==> config.mk <==
export PLATFORM = sky130hd
export DESIGN_NAME = mod_n_bit_step
export DESIGN_NICKNAME = d
export VERILOG_FILES = /design/src/rtl/mod_n_bit_step.sv
export SDC_FILE = /design/constraint.sdc
export NUM_CORES = 1
export LEC_CHECK = 0
export BUFFER_PORTS_ARGS = -buffer_cell sky130_fd_sc_hd__buf_2
export CAP_MARGIN = 20
export CORE_AREA = 5 5 42 44
export DETAILED_ROUTE_END_ITERATION = 8
export DIE_AREA = 0 0 47 49
export MAX_ROUTING_LAYER = met4
export PLACE_DENSITY = 0.3
export RECOVER_POWER = 100
export SETUP_SLACK_MARGIN = 0.1
export SYNTH_ARGS = -nofsm -noshare
export SYNTH_HDL_FRONTEND = slang
export SYNTH_SLANG_ARGS = --single-unit
==> constraint.sdc <==
create_clock -name vclk -period 1.72
set_clock_uncertainty 0.2 [all_clocks]
set_input_delay 0.172 -clock vclk [all_inputs]
set_output_delay 0.172 -clock vclk [all_outputs]
set_load 0.05 [all_outputs]
==> src/rtl/mod_n_bit_step.sv <==
// One MSB-first bit of long division: r_out = (2*r_in + b_in) mod DIVISOR.
// r_in is always < DIVISOR, so a single conditional subtract is enough.
module mod_n_bit_step #(
    parameter int DIVISOR = 5,
    parameter int REM_W   = 3
) (
    input  logic [REM_W-1:0] r_in,
    input  logic             b_in,
    output logic [REM_W-1:0] r_out
);

    localparam logic [REM_W:0] DIV_C = (REM_W + 1)'(DIVISOR);

    logic [REM_W:0] t;

    always_comb begin
        t = {r_in, b_in};
        if (t >= DIV_C) begin
            t = t - DIV_C;
        end
        r_out = t[REM_W-1:0];
    end

endmodule

==> impl_metrics.yaml, run 1 <==
run_status:
  status: "finished clean"
floorplan:
  start_util: 0.0580
  ioPinCount: 7
  die_height_um: 49
  core_area_um2: 1400
  row_count: 14
  fp.dieArea_um2: 2300
  fp.dieW_um: 47
cells_and_area:
  seq_cell_count: 0
  stdcell_area_um2: 210
  layout_commonest_cell: "buf_6"
  layout_common_cells: "4 x buf_6, 3 x nand2_1, 3 x buf_2"
  num-clock-buffers: 0
  area_growth_pct: 158
  drive_above_1_share: 0.750
  antenna_cells: 0
  ff_latch_area_um2: 0
  stdcell_count: 36
  final_util: 0.150
  final_nets: 28
synthesis:
  syn_area_um2: 81.3
  syn_area_per_cell_um2: 6.78
  syn_inst: 12
  synth_nets: 18
  ys_warn_count: 0
  yosysUniqueCellTypes: 8
  yosysSeqAreaShare: 0
timing:
  finalSetupTns_ns: 0
  rsz0062_at_grt: "false"
  finalCriticalPeriod_ns: 1.59
  tightest_slew_ns: 0.275
  hold_violations: 0
  whs_ns: 0.492
  relSlewSlack: 0.818
  worst_slack_ns: 0.135
  max_freq_mhz: 631
  drv_slew: 0
  finalSetupViolCount: 0
  fin_crit_sh: 0.922
setup_path:
  critPathRequiredTime_ns: 1.35
  endpoint_kind: "primary output"
  startpoint_type: "input port"
  path_max_fanout: 3
  cp_data_arrival_time_ns: 1.21
  crit_type: "input port to primary output"
drt:
  vias_per_cell: 2.89
  routedWlPerCell_um: 8.25
  drc_errors: 0
  drt-pass1-iter-count: 1
  ant_nets: 0
  num_vias: 104
  finalWirelength_um: 297
  drtIter0Drc: 0
global_routing:
  grt_util_all_layers: 0.0195
  grt_max_degree: 4
  grt-busiest-layer: "met1"
  grt_pass1_wl_um: 365
  first_global_vias: 72
  gr-total-overflow: 0
  use_met1: 0.0349
  antenna_found_initial: 0
  met2_usage: 0.0249
  gr-usage-met3: 0
power:
  pwr-share-comb: 1.000
  ir_drop_mv: 0.0602
  power_switching_uw: 48.4
  p_per_area_nw_per_um2: 399
  clockPowerShare: 0
  intPower_uw: 35.4
  swShare: 0.578
  finalPower_uw: 83.8
  p_seq_frac: 0
  power.leakage_nw: 0.0938
min_path:
  hold_start: "b_in"
  whs_path_depth: 3
  hold_end: "r_out[0]"
  hold_path_class: "input port to primary output"
cts:
  hold_buffers: 0
placement:
  portBuffers: 7
  placed_area_um2: 155
  place.gp.congestion: 0.669
  dp.cells: 36
  dp_worst_setup_slack_ns: 0.00201
run:
  max_cap_violations: 0
==> Yosys cell counts <==
| library cell | instances | area (um2) |
|---|---|---|
| nand2b_1 | 1 | 6.26 |
| nand2_1 | 3 | 11.3 |
| mux2i_1 | 1 | 10.0 |
| nor2_1 | 1 | 3.75 |
| inv_1 | 2 | 7.51 |
| ha_1 | 2 | 25.0 |
| xnor2_1 | 1 | 8.76 |
| a21oi_2 | 1 | 8.76 |
==> routing by layer <==
metal	routed length, um	vias up	part of all wire
li1	-	53	-
met1	150	44	0.51
met2	127	7	0.43
met3	19	0	0.064
met4	0	0	0
met5	0	-	0
==> final cells by class <==
class / instances / area [um2]
Timing Repair Buffer: 8 / 65.1
Tap cell: 16 / 20.0
Fill cell: 171 / 1190
Multi-Input combinational cell: 10 / 115
Inverter: 2 / 10.0
==> cell families (layout without fill, tap and decap cells) <==
logic type / after synthesis / after routing / share of synthesized area
mux: 1 / 1 / 0.123
fa+ha+maj: 2 / 2 / 0.308
buf+inv: 2 / 10 / 0.0923
compound gates: 1 / 1 / 0.108
simple gates: 5 / 5 / 0.262
xor+xnor: 1 / 1 / 0.108
==> how the worst max path moves through the flow <==
stage | start | end | depth (start not counted)
final | b_in | r_out[1] | 7
after global placement | r_in[0] | r_out[0] | 8
after global routing | b_in | r_out[1] | 7
after detailed placement | r_in[0] | r_out[0] | 8
after floorplan | r_in[0] | r_out[1] | 5
after CTS | r_in[0] | r_out[0] | 8
==> power groups by stage <==
stage	Combinational [mW]	Clock (mW)	Sequential (mW)
6_report	0.0838	0	0
5_1_grt	0.0883	0	0
4_1_cts	0.0722	0	0
3_5_place_dp	0.0634	0	0
3_3_place_gp	0.0633	0	0
2_1_floorplan	0.0453	0	0
==> repair_timing <==
| action | in CTS | in global routing |
|---|---|---|
| gates cloned | 0 | 0 |
| pin swaps | 1 | 1 |
| endpoints found under the setup margin | 2 | 2 |
| setup buffers | 0 | 0 |
| resized for setup | 5 | 8 |
==> worst max-delay path: stages <==
cell and delay [ns]:
buf_2 0.13, inv_1 0.10, ha_4 0.16, nand2b_4 0.06, a21oi_4 0.17, mux2i_2 0.23
buf_6 0.18
(Power assumes the default switching activity.)
==> inputs of run 2 (changes only) <==
==> constraint.sdc (replaced) <==
create_clock -name vclk -period 1.72
set_clock_uncertainty 0.2 [all_clocks]
set_input_delay 0.086 -clock vclk [all_inputs]
set_output_delay 0.086 -clock vclk [all_outputs]
set_load 0.05 [all_outputs]
==> run 2 against run 1 <==
  * Die area stayed put
  * Global-route usage is 0.21 points higher
  * Non-clock buffer count is 1 lower
  * Sequential cell count stayed put
  * Cell area is 33% lower
  * Count of clock-buffer cells in the layout stayed put
  * Core utilization is 4.9 points lower
  * Largest cell class unchanged
  * Largest power group unchanged
==> impl_metrics.yaml, run 2 (synthesis gave the netlist of run 1 again) <==
floorplan:
  start_util: 0.0580
  die_height_um: 49
  fp.dieArea_um2: 2300
  core_area_um2: 1400
  fp.dieW_um: 47
  ioPinCount: 7
  row_count: 14
placement:
  dp_worst_setup_slack_ns: 0.157
  place_hpwl_um: 224
  placed_area_um2: 140
  portBuffers: 7
  place.gp.congestion: 0.583
  dp.cells: 35
cts:
  cts_resized: 0
  postCtsSetupBuffers: 0
  hold_buffers: 0
global_routing:
  grt_util_all_layers: 0.0216
  antenna_found_initial: 0
  grt_pass1_wl_um: 379
  first_global_vias: 76
  grt_max_degree: 4
  gr-total-overflow: 0
drt:
  drc_errors: 0
  finalWirelength_um: 238
  drtIter0Drc: 1
  num_vias: 92
  vias_per_cell: 2.63
  routedWlPerCell_um: 6.80
  drt-pass1-iter-count: 2
  ant_nets: 0
cells_and_area:
  stdcell_area_um2: 141
  area_growth_pct: 73.8
  ff_latch_area_um2: 0
  num-fill-cells: 175
  layout_common_cells: "4 x buf_2, 3 x nand2_1, 2 x inv_1, 2 x ha_1"
  layout_commonest_cell: "buf_2"
  drive_above_1_share: 0.421
  final_util: 0.101
  num-clock-buffers: 0
  seq_cell_count: 0
  antenna_cells: 0
  stdcell_count: 35
  final_nets: 27
timing:
  fin_crit_sh: 0.868
  finalSetupViolCount: 0
  finalCriticalPeriod_ns: 1.49
  finalSetupTns_ns: 0
  relSlewSlack: 0.597
  tightest_slew_ns: 0.607
  drv_slew: 0
  max_freq_mhz: 670
  rsz0062_at_grt: "false"
  worst_slack_ns: 0.227
  whs_ns: 0.394
  hold_violations: 0
power:
  power.leakage_nw: 0.0719
  intPower_uw: 18.4
  finalPower_uw: 59.9
  swShare: 0.692
  clockPowerShare: 0
  ir_drop_mv: 0.0529
  pwr-share-comb: 1.000
  p_seq_frac: 0
  power_switching_uw: 41.4
  p_per_area_nw_per_um2: 423
setup_path:
  endpoint_kind: "primary output"
  critPathRequiredTime_ns: 1.43
  path_max_fanout: 3
  cp_data_arrival_time_ns: 1.21
  startpoint_type: "input port"
  crit_type: "input port to primary output"
  crit_start: "r_in[0]"
min_path:
  hold_path_class: "input port to primary output"
  hold_start: "b_in"
run:
  max_cap_violations: 0
run_status:
  status: "finished clean"
==> run 2: power groups by stage <==
stage	clock (mW)	combinational [mW]	sequential, mW
2_1_floorplan	0	0.0432	0
3_3_place_gp	0	0.0590	0
3_5_place_dp	0	0.0592	0
4_1_cts	0	0.0594	0
5_1_grt	0	0.0642	0
6_report	0	0.0599	0
==> run 2: final cells by class <==
class,count,area (um2),share of cell area
Tap cell,16,20.0,0.142
Inverter,2,7.51,0.0531
Timing Repair Buffer,7,36.3,0.257
Multi-Input combinational cell,10,77.6,0.549
==> run 2: critical path: stages <==
cell and delay (ns):
buf_2 0.09, inv_1 0.10, ha_1 0.21, nand2b_1 0.08, a21oi_2 0.20, mux2i_2 0.22
buf_4 0.22
==> run 2: worst paths after layout <==
check | slack, ns | end | depth (start not counted)
setup / recovery | 0.23 | r_out[1] | 7
hold / removal | 0.39 | r_out[0] | 3
==> run 2: per-layer routing <==
| layer | track usage | routed length, um |
|---|---|---|
| met1 | 0.0348 | 115 |
| met2 | 0.0249 | 59 |
| met3 | 0.0111 | 62 |
| met4 | 0 | 0 |
| met5 | - | 0 |
==> inputs of run 3 (changes only) <==
--- a/config.mk
+++ b/config.mk
@@ -11,9 +11,10 @@
 export DETAILED_ROUTE_END_ITERATION = 8
 export DIE_AREA = 0 0 47 49
 export MAX_ROUTING_LAYER = met4
-export PLACE_DENSITY = 0.3
+export PLACE_DENSITY_LB_ADDON = 0.12
 export RECOVER_POWER = 100
 export SETUP_SLACK_MARGIN = 0.1
 export SYNTH_ARGS = -nofsm -noshare
 export SYNTH_HDL_FRONTEND = slang
 export SYNTH_SLANG_ARGS = --single-unit
+export TNS_END_PERCENT = 1
==> run 3 against run 2 <==
  * Cell area unchanged
  * Sequential cell count unchanged
  * Largest power group unchanged
  * Cell count unchanged
  * Via count down 8.7%
  * Critical path depth unchanged
  * Highest routed layer unchanged
==> impl_metrics.yaml, run 3 (synthesis gave the netlist of run 1 again) <==
setup_path:
  crit_end: "r_out[1]"
  startpoint_type: "input port"
  path_max_fanout: 3
  crit_start: "r_in[0]"
  cp_data_arrival_time_ns: 1.23
  crit_type: "input port to primary output"
  critPathRequiredTime_ns: 1.43
  endpoint_kind: "primary output"
global_routing:
  first_global_vias: 67
  grt_max_degree: 4
  grt_util_all_layers: 0.0151
  gr-total-overflow: 0
  grt_pass1_wl_um: 282
  antenna_found_initial: 0
drt:
  drtIter0Drc: 8
  routedWlPerCell_um: 5.80
  num_vias: 84
  route.met3.wl_um: 50
  vias_per_cell: 2.40
  finalWirelength_um: 203
  drt-pass1-iter-count: 4
  top_layer: "met3"
  ant_nets: 0
  met1_length_um: 127
  drc_errors: 0
  wl_met2_um: 24
power:
  p_per_area_nw_per_um2: 422
  intPower_uw: 18.3
  swShare: 0.694
  pwr-share-comb: 1.000
  p_seq_frac: 0
  clockPowerShare: 0
  power_switching_uw: 41.4
  power.leakage_nw: 0.0719
  ir_drop_mv: 0.142
timing:
  relSlewSlack: 0.605
  hold_violations: 0
  whs_ns: 0.389
  drv_slew: 0
  fin_crit_sh: 0.883
  max_freq_mhz: 659
  finalSetupTns_ns: 0
  rsz0062_at_grt: "false"
  finalSetupViolCount: 0
  finalCriticalPeriod_ns: 1.52
  tightest_slew_ns: 0.595
  worst_slack_ns: 0.202
cells_and_area:
  final_nets: 27
  antenna_cells: 0
  num-clock-buffers: 0
  ff_latch_area_um2: 0
  layout_commonest_cell: "buf_2"
  stdcell_area_um2: 141
  drive_above_1_share: 0.421
  seq_cell_count: 0
  multiInputGateArea_um2: 77.6
  area_growth_pct: 73.8
  num-fill-cells: 166
  layout_common_cells: "4 x buf_2, 3 x nand2_1, 2 x inv_1, 2 x ha_1"
cts:
  postCtsSetupBuffers: 0
  hold_buffers: 0
  cts_resized: 0
min_path:
  whs_path_depth: 3
  hold_path_class: "input port to primary output"
floorplan:
  die_height_um: 49
  fp.dieArea_um2: 2300
  ioPinCount: 7
  start_util: 0.0580
  core_area_um2: 1400
  fp.dieW_um: 47
  row_count: 14
run:
  max_cap_violations: 0
run_status:
  status: "finished clean"
placement:
  place.gp.congestion: 0.574
  portBuffers: 7
  placed_area_um2: 140
  dp_worst_setup_slack_ns: 0.165
-- run 3: cell counts in the layout (fill, tap and decap cells not counted) --
No cell type changed its count.
-- run 3: layout make-up --
cell class | count | share of cell area
timing repair buffer | 7 | 0.257
tap | 16 | 0.142
inverter | 2 | 0.0531
multi-input combinational | 10 | 0.549
-- run 3: worst min-delay path by stage --
| stage | from | to |
|---|---|---|
| final | b_in | r_out[0] |
| after global routing | b_in | r_out[0] |
| after CTS | b_in | r_out[0] |
| after floorplan | r_in[0] | r_out[1] |
| after detailed placement | b_in | r_out[0] |
| after global placement | b_in | r_out[0] |
-- run 3: metrics by stage --
| stage | utilization | power [mW] | instances |
|---|---|---|---|
| after floorplan | - | 0.0432 | 12 |
| after global placement | 0.100 | 0.0578 | 35 |
| after detailed placement | 0.100 | 0.0581 | 35 |
| after CTS | 0.100 | 0.0584 | 35 |
| after global routing | 0.101 | 0.0635 | 35 |
| final | 0.101 | 0.0597 | 35 |
-- run 3: worst max-delay path, stage by stage --
cell and delay [ns]:
buf_2 0.09, inv_1 0.10, ha_1 0.20, nand2b_1 0.08
a21oi_2 0.21, mux2i_2 0.23, buf_4 0.22
-- run 3: per-layer routing --
| layer | track usage | vias up |
|---|---|---|
| li1 | - | 51 |
| met1 | 0.0370 | 26 |
| met2 | 0.00679 | 7 |
| met3 | 0.00369 | 0 |
| met4 | 0 | 0 |
| met5 | - | - |
-- run 3: power by group through the flow --
| stage | clock network, mW | logic, mW | registers, mW |
|---|---|---|---|
| global placement | 0 | 0.0578 | 0 |
| CTS | 0 | 0.0584 | 0 |
| global route | 0 | 0.0635 | 0 |
| detailed placement | 0 | 0.0581 | 0 |
| finish | 0 | 0.0597 | 0 |
| floorplan | 0 | 0.0432 | 0 |
